### src/rtl/sh_wdt_gen.sv
// sh_wdt_gen: key-protected watchdog/interval timer with overflow pulse and reset-request generator
module sh_wdt_gen #(
  parameter int          CNT_W     = 8,
  parameter int          PRE_W     = 14,
  parameter logic [31:0] DIV_LOG2  = 32'hDCA9_8761,
  parameter int          OVF_PULSE = 128,
  parameter int          RST_LEN   = 512
) (
  input  logic        CLK,
  input  logic        RST,
  input  logic        CE,
  input  logic [1:0]  ADDR,
  input  logic [31:0] DI,
  input  logic        WE,
  input  logic        RE,
  output logic [31:0] DO,
  output logic        ITI,
  output logic        WDTOVF_N,
  output logic        RST_REQ,
  output logic        RST_MANUAL
);
  localparam int OW = $clog2(OVF_PULSE + 1);
  localparam int RW = $clog2(RST_LEN + 1);
  typedef enum logic {IDLE, PULSE} state_t;
  state_t             state;
  logic [CNT_W-1:0]   cnt;
  logic [PRE_W-1:0]   pre, mask;
  logic [OW-1:0]      ovf_cnt;
  logic [RW-1:0]      rst_cnt;
  logic [3:0]         d;
  logic [2:0]         cks;
  logic [7:0]         key;
  logic [31:0]        rd_data;
  logic               ovf, wtit, tme, wovf, rste, rsts;
  logic               wr_csr, wr_cnt, wr_rclr, wr_rset, tick, ovf_ev, wdt_ev;
  logic               unused_di;
  assign unused_di = ^DI;
  assign key = DI[31:24];
  assign ITI = ovf & ~wtit;
  // WTCSR and WTCNT share address 0 and are told apart by the key byte; a TME-clearing write swallows a coincident tick
  always_comb begin
    wr_csr  = WE && ADDR == 2'd0 && key == 8'hA5;
    wr_cnt  = WE && ADDR == 2'd0 && key == 8'h5A;
    wr_rclr = WE && ADDR == 2'd2 && key == 8'hA5 && DI[7:0] == 8'h00;
    wr_rset = WE && ADDR == 2'd2 && key == 8'h5A;
    d       = DIV_LOG2[4*cks +: 4];
    mask    = PRE_W'((32'd1 << d) - 32'd1);
    tick    = CE && tme && !(wr_csr && !DI[5]) && (&(pre | ~mask));
    ovf_ev  = tick && !wr_cnt && (&cnt);
    wdt_ev  = ovf_ev && wtit;
    rd_data = ADDR == 2'd0 ? {24'd0, ovf, wtit, tme, 2'b11, cks} :
              ADDR == 2'd1 ? 32'(cnt) :
              ADDR == 2'd2 ? {24'd0, wovf, rste, rsts, 5'h1F} : 32'd0;
  end
  // register file, prescaler, counter and read port; status sets beat coincident clears
  always_ff @(posedge CLK) begin
    if (RST) begin
      {ovf, wtit, tme, cks} <= '0;
      {wovf, rste, rsts}    <= '0;
      cnt                   <= '0;
      pre                   <= '0;
      DO                    <= '0;
    end else begin
      if (wr_csr) {wtit, tme, cks} <= {DI[6:5], DI[2:0]};
      if (wr_rset) {rste, rsts} <= DI[6:5];
      ovf  <= (ovf_ev && !wtit) || (ovf && !(wr_csr && !DI[7]));
      wovf <= wdt_ev || (wovf && !wr_rclr);
      cnt  <= wr_cnt ? DI[CNT_W-1:0] : tick ? cnt + CNT_W'(1) : cnt;
      pre  <= !tme ? '0 : CE ? pre + PRE_W'(1) : pre;
      if (RE) DO <= rd_data;
    end
  end
  // pulse generator: one watchdog overflow arms both pulses, each timed by its own counter, ignored while busy
  always_ff @(posedge CLK) begin
    if (RST) begin
      state      <= IDLE;
      WDTOVF_N   <= 1'b1;
      RST_REQ    <= 1'b0;
      RST_MANUAL <= 1'b0;
      ovf_cnt    <= '0;
      rst_cnt    <= '0;
    end else if (CE) begin
      if (state == IDLE) begin
        if (wdt_ev) begin
          state      <= PULSE;
          WDTOVF_N   <= 1'b0;
          ovf_cnt    <= OW'(OVF_PULSE - 1);
          RST_REQ    <= rste;
          rst_cnt    <= RW'(RST_LEN - 1);
          RST_MANUAL <= rsts;
        end
      end else begin
        if (!WDTOVF_N) begin
          if (ovf_cnt == '0) WDTOVF_N <= 1'b1;
          else ovf_cnt <= ovf_cnt - OW'(1);
        end
        if (RST_REQ) begin
          if (rst_cnt == '0) RST_REQ <= 1'b0;
          else rst_cnt <= rst_cnt - RW'(1);
        end
        if ((WDTOVF_N || ovf_cnt == '0) && (!RST_REQ || rst_cnt == '0)) state <= IDLE;
      end
    end
  end
endmodule

### config.mk
export PLATFORM = sky130hd
export DESIGN_NAME = sh_wdt_gen
export DESIGN_NICKNAME = d
export VERILOG_FILES = /design/src/rtl/sh_wdt_gen.sv
export SDC_FILE = /design/constraint.sdc
export NUM_CORES = 1
export LEC_CHECK = 0
export ABC_AREA = 1
export ABC_CLOCK_PERIOD_IN_PS = 2900
export BUFFER_PORTS_ARGS = -buffer_cell sky130_fd_sc_hd__buf_2
export CAP_MARGIN = 15
export CORE_MARGIN = 2
export CORE_UTILIZATION = 50
export CTS_BUF_LIST = sky130_fd_sc_hd__clkbuf_2 sky130_fd_sc_hd__clkbuf_4 sky130_fd_sc_hd__clkbuf_8
export CTS_CLUSTER_DIAMETER = 150
export DETAILED_ROUTE_END_ITERATION = 10
export PLACE_DENSITY = 0.74
export SLEW_MARGIN = 20
export SYNTH_ARGS = -nofsm -noshare
export SYNTH_HDL_FRONTEND = slang
export SYNTH_SLANG_ARGS = --single-unit
### constraint.sdc
create_clock -name CLK -period 2.9 [get_ports CLK]
set_clock_uncertainty 0.2 [all_clocks]
set_input_delay 0.58 -clock CLK [delete_from_list [all_inputs] [get_ports CLK]]
set_output_delay 0.58 -clock CLK [all_outputs]
set_load 0.01 [all_outputs]
==> results.py <==
metrics = {
    "outcome": {
        "outcome": "finished, violations left",
        "violations": "setup timing",
    },
    "routing": {
        "dr_wl_met2_mm": 4.84,
        "route.detailed.drc": 0,
        "met1_length_mm": 4.25,
        "firstDrtPassIters": 4,
        "top_layer": "met4",
        "via_per_inst": 5.21,
        "vias": 4025,
        "final_antenna_net_count": 0,
        "wire_per_inst_um": 12.6,
        "drt_iter0_markers": 229,
        "wl_mm": 9.72,
        "routed-wl-met3_um": 522,
    },
    "power": {
        "p_int_mw": 1.41,
        "seqPwrFrac": 0.463,
        "sw_frac_of_total": 0.227,
        "power_density_nw_per_um2": 377,
        "clock_power_share": 0.481,
        "combPwrFrac": 0.056,
        "p_leak_nw": 2.14,
        "power_switching_mw": 0.415,
        "vdd_drop_max_mv": 0.277,
    },
    "cts": {
        "h-tree-depth": 3,
        "cts_hold_buf": 0,
        "clk_latency_ps": 340,
        "clockBufferDepth": 2,
        "clock-root-buffer": "clkbuf_8",
        "clkSinkCount": 61,
        "clk_pin_slew_ps": 70,
        "cts_tree": "built",
        "cts_buffers": 9,
    },
    "logic_synthesis": {
        "ys.flop_type": "dfxtp_1",
        "ys_top_cells_by_count": "126 x nand2_1, 76 x inv_1, 61 x dfxtp_1, 56 x nor2_1, 44 x nand3_1",
        "ys_types": 41,
        "yosysSeqAreaShare": 0.310,
        "synthArstFlopShare": 0,
        "yosysMostFrequentCell": "nand2_1",
        "avgSynthCellArea_sq_um": 6.70,
        "synth-edff-count": 0,
        "ys_ff_latch": 61,
        "synth_largest_area_cell": "dfxtp_1",
        "synth_area_leaders": "dfxtp_1 31%, nand2_1 12%, inv_1 7.2%",
        "synth_top_area_share": 0.310,
        "synth.cell_area_sq_um": 3940,
        "yosysWarnings": 0,
        "synthCells": 588,
    },
    "hold_path": {
        "holdCritPathClass": "reg -> reg",
        "min_to": "pre[13]",
        "min_delay_path_depth": 2,
        "min_from": "pre[13]",
    },
    "setup_path": {
        "crit_fanout": 5,
        "crit_arrival_ps": 3240,
        "path_delay_family": "simple AND/OR/NAND/NOR gates",
        "r2r_start": "cks[0]",
        "critPathBufInv": 6,
        "cp_slowest_cell": "dfxtp_4",
        "reg2regPathDepth": 22,
        "max_stage_delay_ps": 370,
        "start_kind": "register",
        "crit_type": "reg -> reg",
        "r2r_end": "cnt[1]",
        "required_ps": 2970,
        "end_kind": "register",
        "regToRegSetupSlack_ps": -270,
        "path_cells": "inv_4 -> ha_4 -> inv_4 -> nand2_8 -> nand2_8 -> nand4_4 -> ha_4 -> o22ai_1 -> nor2_1 -> nand2_1 -> nor2_1 -> nand4_1 -> nor2_1 -> nand3_1 -> nor3_4 -> buf_4 -> inv_2 -> nor2_4 -> buf_6 -> buf_4 -> nand2_2 -> a31oi_1",
        "crit_top_cell": "nor2_1",
    },
    "timing": {
        "setup_viol": 31,
        "maxSlewViolCount": 0,
        "rsz0062_at_grt": "true",
        "finalWorstSetupSlack_ps": -269,
        "hold_viol_final": 0,
        "min_period_ps": 3170,
        "worst_pin_slew_ps": 529,
        "timing.fmax_mhz": 316,
        "relSlewSlack": 0.644,
        "setup_tns_ps": -5930,
        "period_share": 1.09,
    },
    "finish": {
        "nFillCells": 689,
        "n_antenna_cell": 0,
        "final_nets": 714,
        "fin_util": 0.631,
        "drive_above_1_share": 0.251,
        "stdcell_count": 772,
        "syn_to_final_growth_pct": 23.0,
    },
    "placement": {
        "dpl.hpwl_mm": 6.92,
        "dp_cells": 746,
        "io_buffers": 34,
        "finalWeightedCongestion": 0.815,
    },
    "run": {
        "drv_cap": 0,
    },
    "floorplan": {
        "start_util": 0.513,
        "pin_count": 75,
        "die_x_um": 92.8,
        "die_h_um": 92.8,
        "core_area_sq_um": 7690,
        "dieArea_sq_um": 8610,
        "placement_rows": 32,
    },
    "global_route": {
        "grt.total_usage": 0.235,
        "grt_max_degree": 26,
        "grt_pass1_wl_mm": 16.4,
        "grt-ovfl-total": 0,
        "antenna_found_initial": 0,
        "grt_pass1_vias": 3643,
    },
}
==> worst max path at each step <==
stage	end	from	cells past startpoint	slack (ps)
after global routing	cnt[4]	cks[1]	20	-510
after detailed placement	rst_cnt[0]	cks[0]	21	-380
final	cnt[1]	cks[0]	22	-270
after floorplan	rst_cnt[4]	cks[0]	21	-70
after CTS	rst_cnt[1]	cks[1]	20	-230
after global placement	rst_cnt[1]	cks[0]	21	-340
==> metrics by stage <==
step | worst slack, ps | power (mW) | cell area, sq um | hold slack (ps)
after floorplan | -70.4 | 0.945 | 4070 | 244
after global placement | -344 | 0.963 | 4380 | 260
after detailed placement | -385 | 0.965 | 4380 | 267
after CTS | -232 | 1.84 | 4720 | 282
after global routing | -513 | 1.89 | 4850 | 320
final | -269 | 1.83 | 4850 | 280
==> metal layers <==
layer | vias up | GRT usage
li1 | 2048 | -
met1 | 1861 | 0.294
met2 | 104 | 0.411
met3 | 12 | 0.0521
met4 | 0 | 0.0576
met5 | - | 0
==> what timing repair did <==
item	4_1_cts	5_1_grt
cloned	0	1
resized for setup	17	26
setup endpoints to repair	32	32
buffers inserted	6	3
pin swaps	20	9
==> power groups by stage <==
stage / sequential, mW / clock [mW] / combinational, mW
floorplan: 0.869 / 0 / 0.0764
global placement: 0.865 / 0 / 0.0975
detailed placement: 0.866 / 0 / 0.0997
CTS: 0.847 / 0.890 / 0.101
global route: 0.846 / 0.933 / 0.114
finish: 0.846 / 0.879 / 0.103
==> kinds of logic after synthesis <==
family | synth area share
buffers and inverters | 0.144
adders and majority gates | 0.0317
xor gates and xnor gates | 0.0156
and+or+nand+nor | 0.374
other | 0.000951
DFF | 0.310
AOI/OAI and AO/OA | 0.123
==> registers in the layout (all words and copies together) (netlist names), 3 cells and up <==
register,cells
DO,8
cks,3
cnt,8
ovf_cnt,8
pre,14
rst_cnt,10
==> final cells by class <==
cell class	count	area [sq um]	share of cell area
Multi-Input combinational cell	431	2410	0.498
Sequential cell	61	1230	0.253
Timing Repair Buffer	79	527	0.109
Tap cell	102	128	0.0263
Clock inverter	3	68.8	0.0142
Inverter	83	324	0.0668
Clock buffer	13	160	0.0330
==> layout by cell type (no fill, tap or decap), drive strengths merged, types with 11 or more instances in the layout <==
cell type and count:
conb 24, clkbuf 13, nand3 47, a21oi 43, inv 82, buf 79
dfxtp 61, nand4 29, o21ai 22, nor2 64, nor3 11, nand2 136
==> worst register-to-register path, stage by stage, from the launching register on <==
cell and delay, ps:
dfxtp_4 370, inv_4 50, ha_4 260, inv_4 80
nand2_8 70, nand2_8 60, nand4_4 110, ha_4 280
o22ai_1 60, nor2_1 100, nand2_1 70, nor2_1 80
nand4_1 90, nor2_1 100, nand3_1 120, nor3_4 240
buf_4 170, inv_2 40, nor2_4 120, buf_6 140
buf_4 110, nand2_2 30, a31oi_1 140
Power figures use the tool's default switching activity.
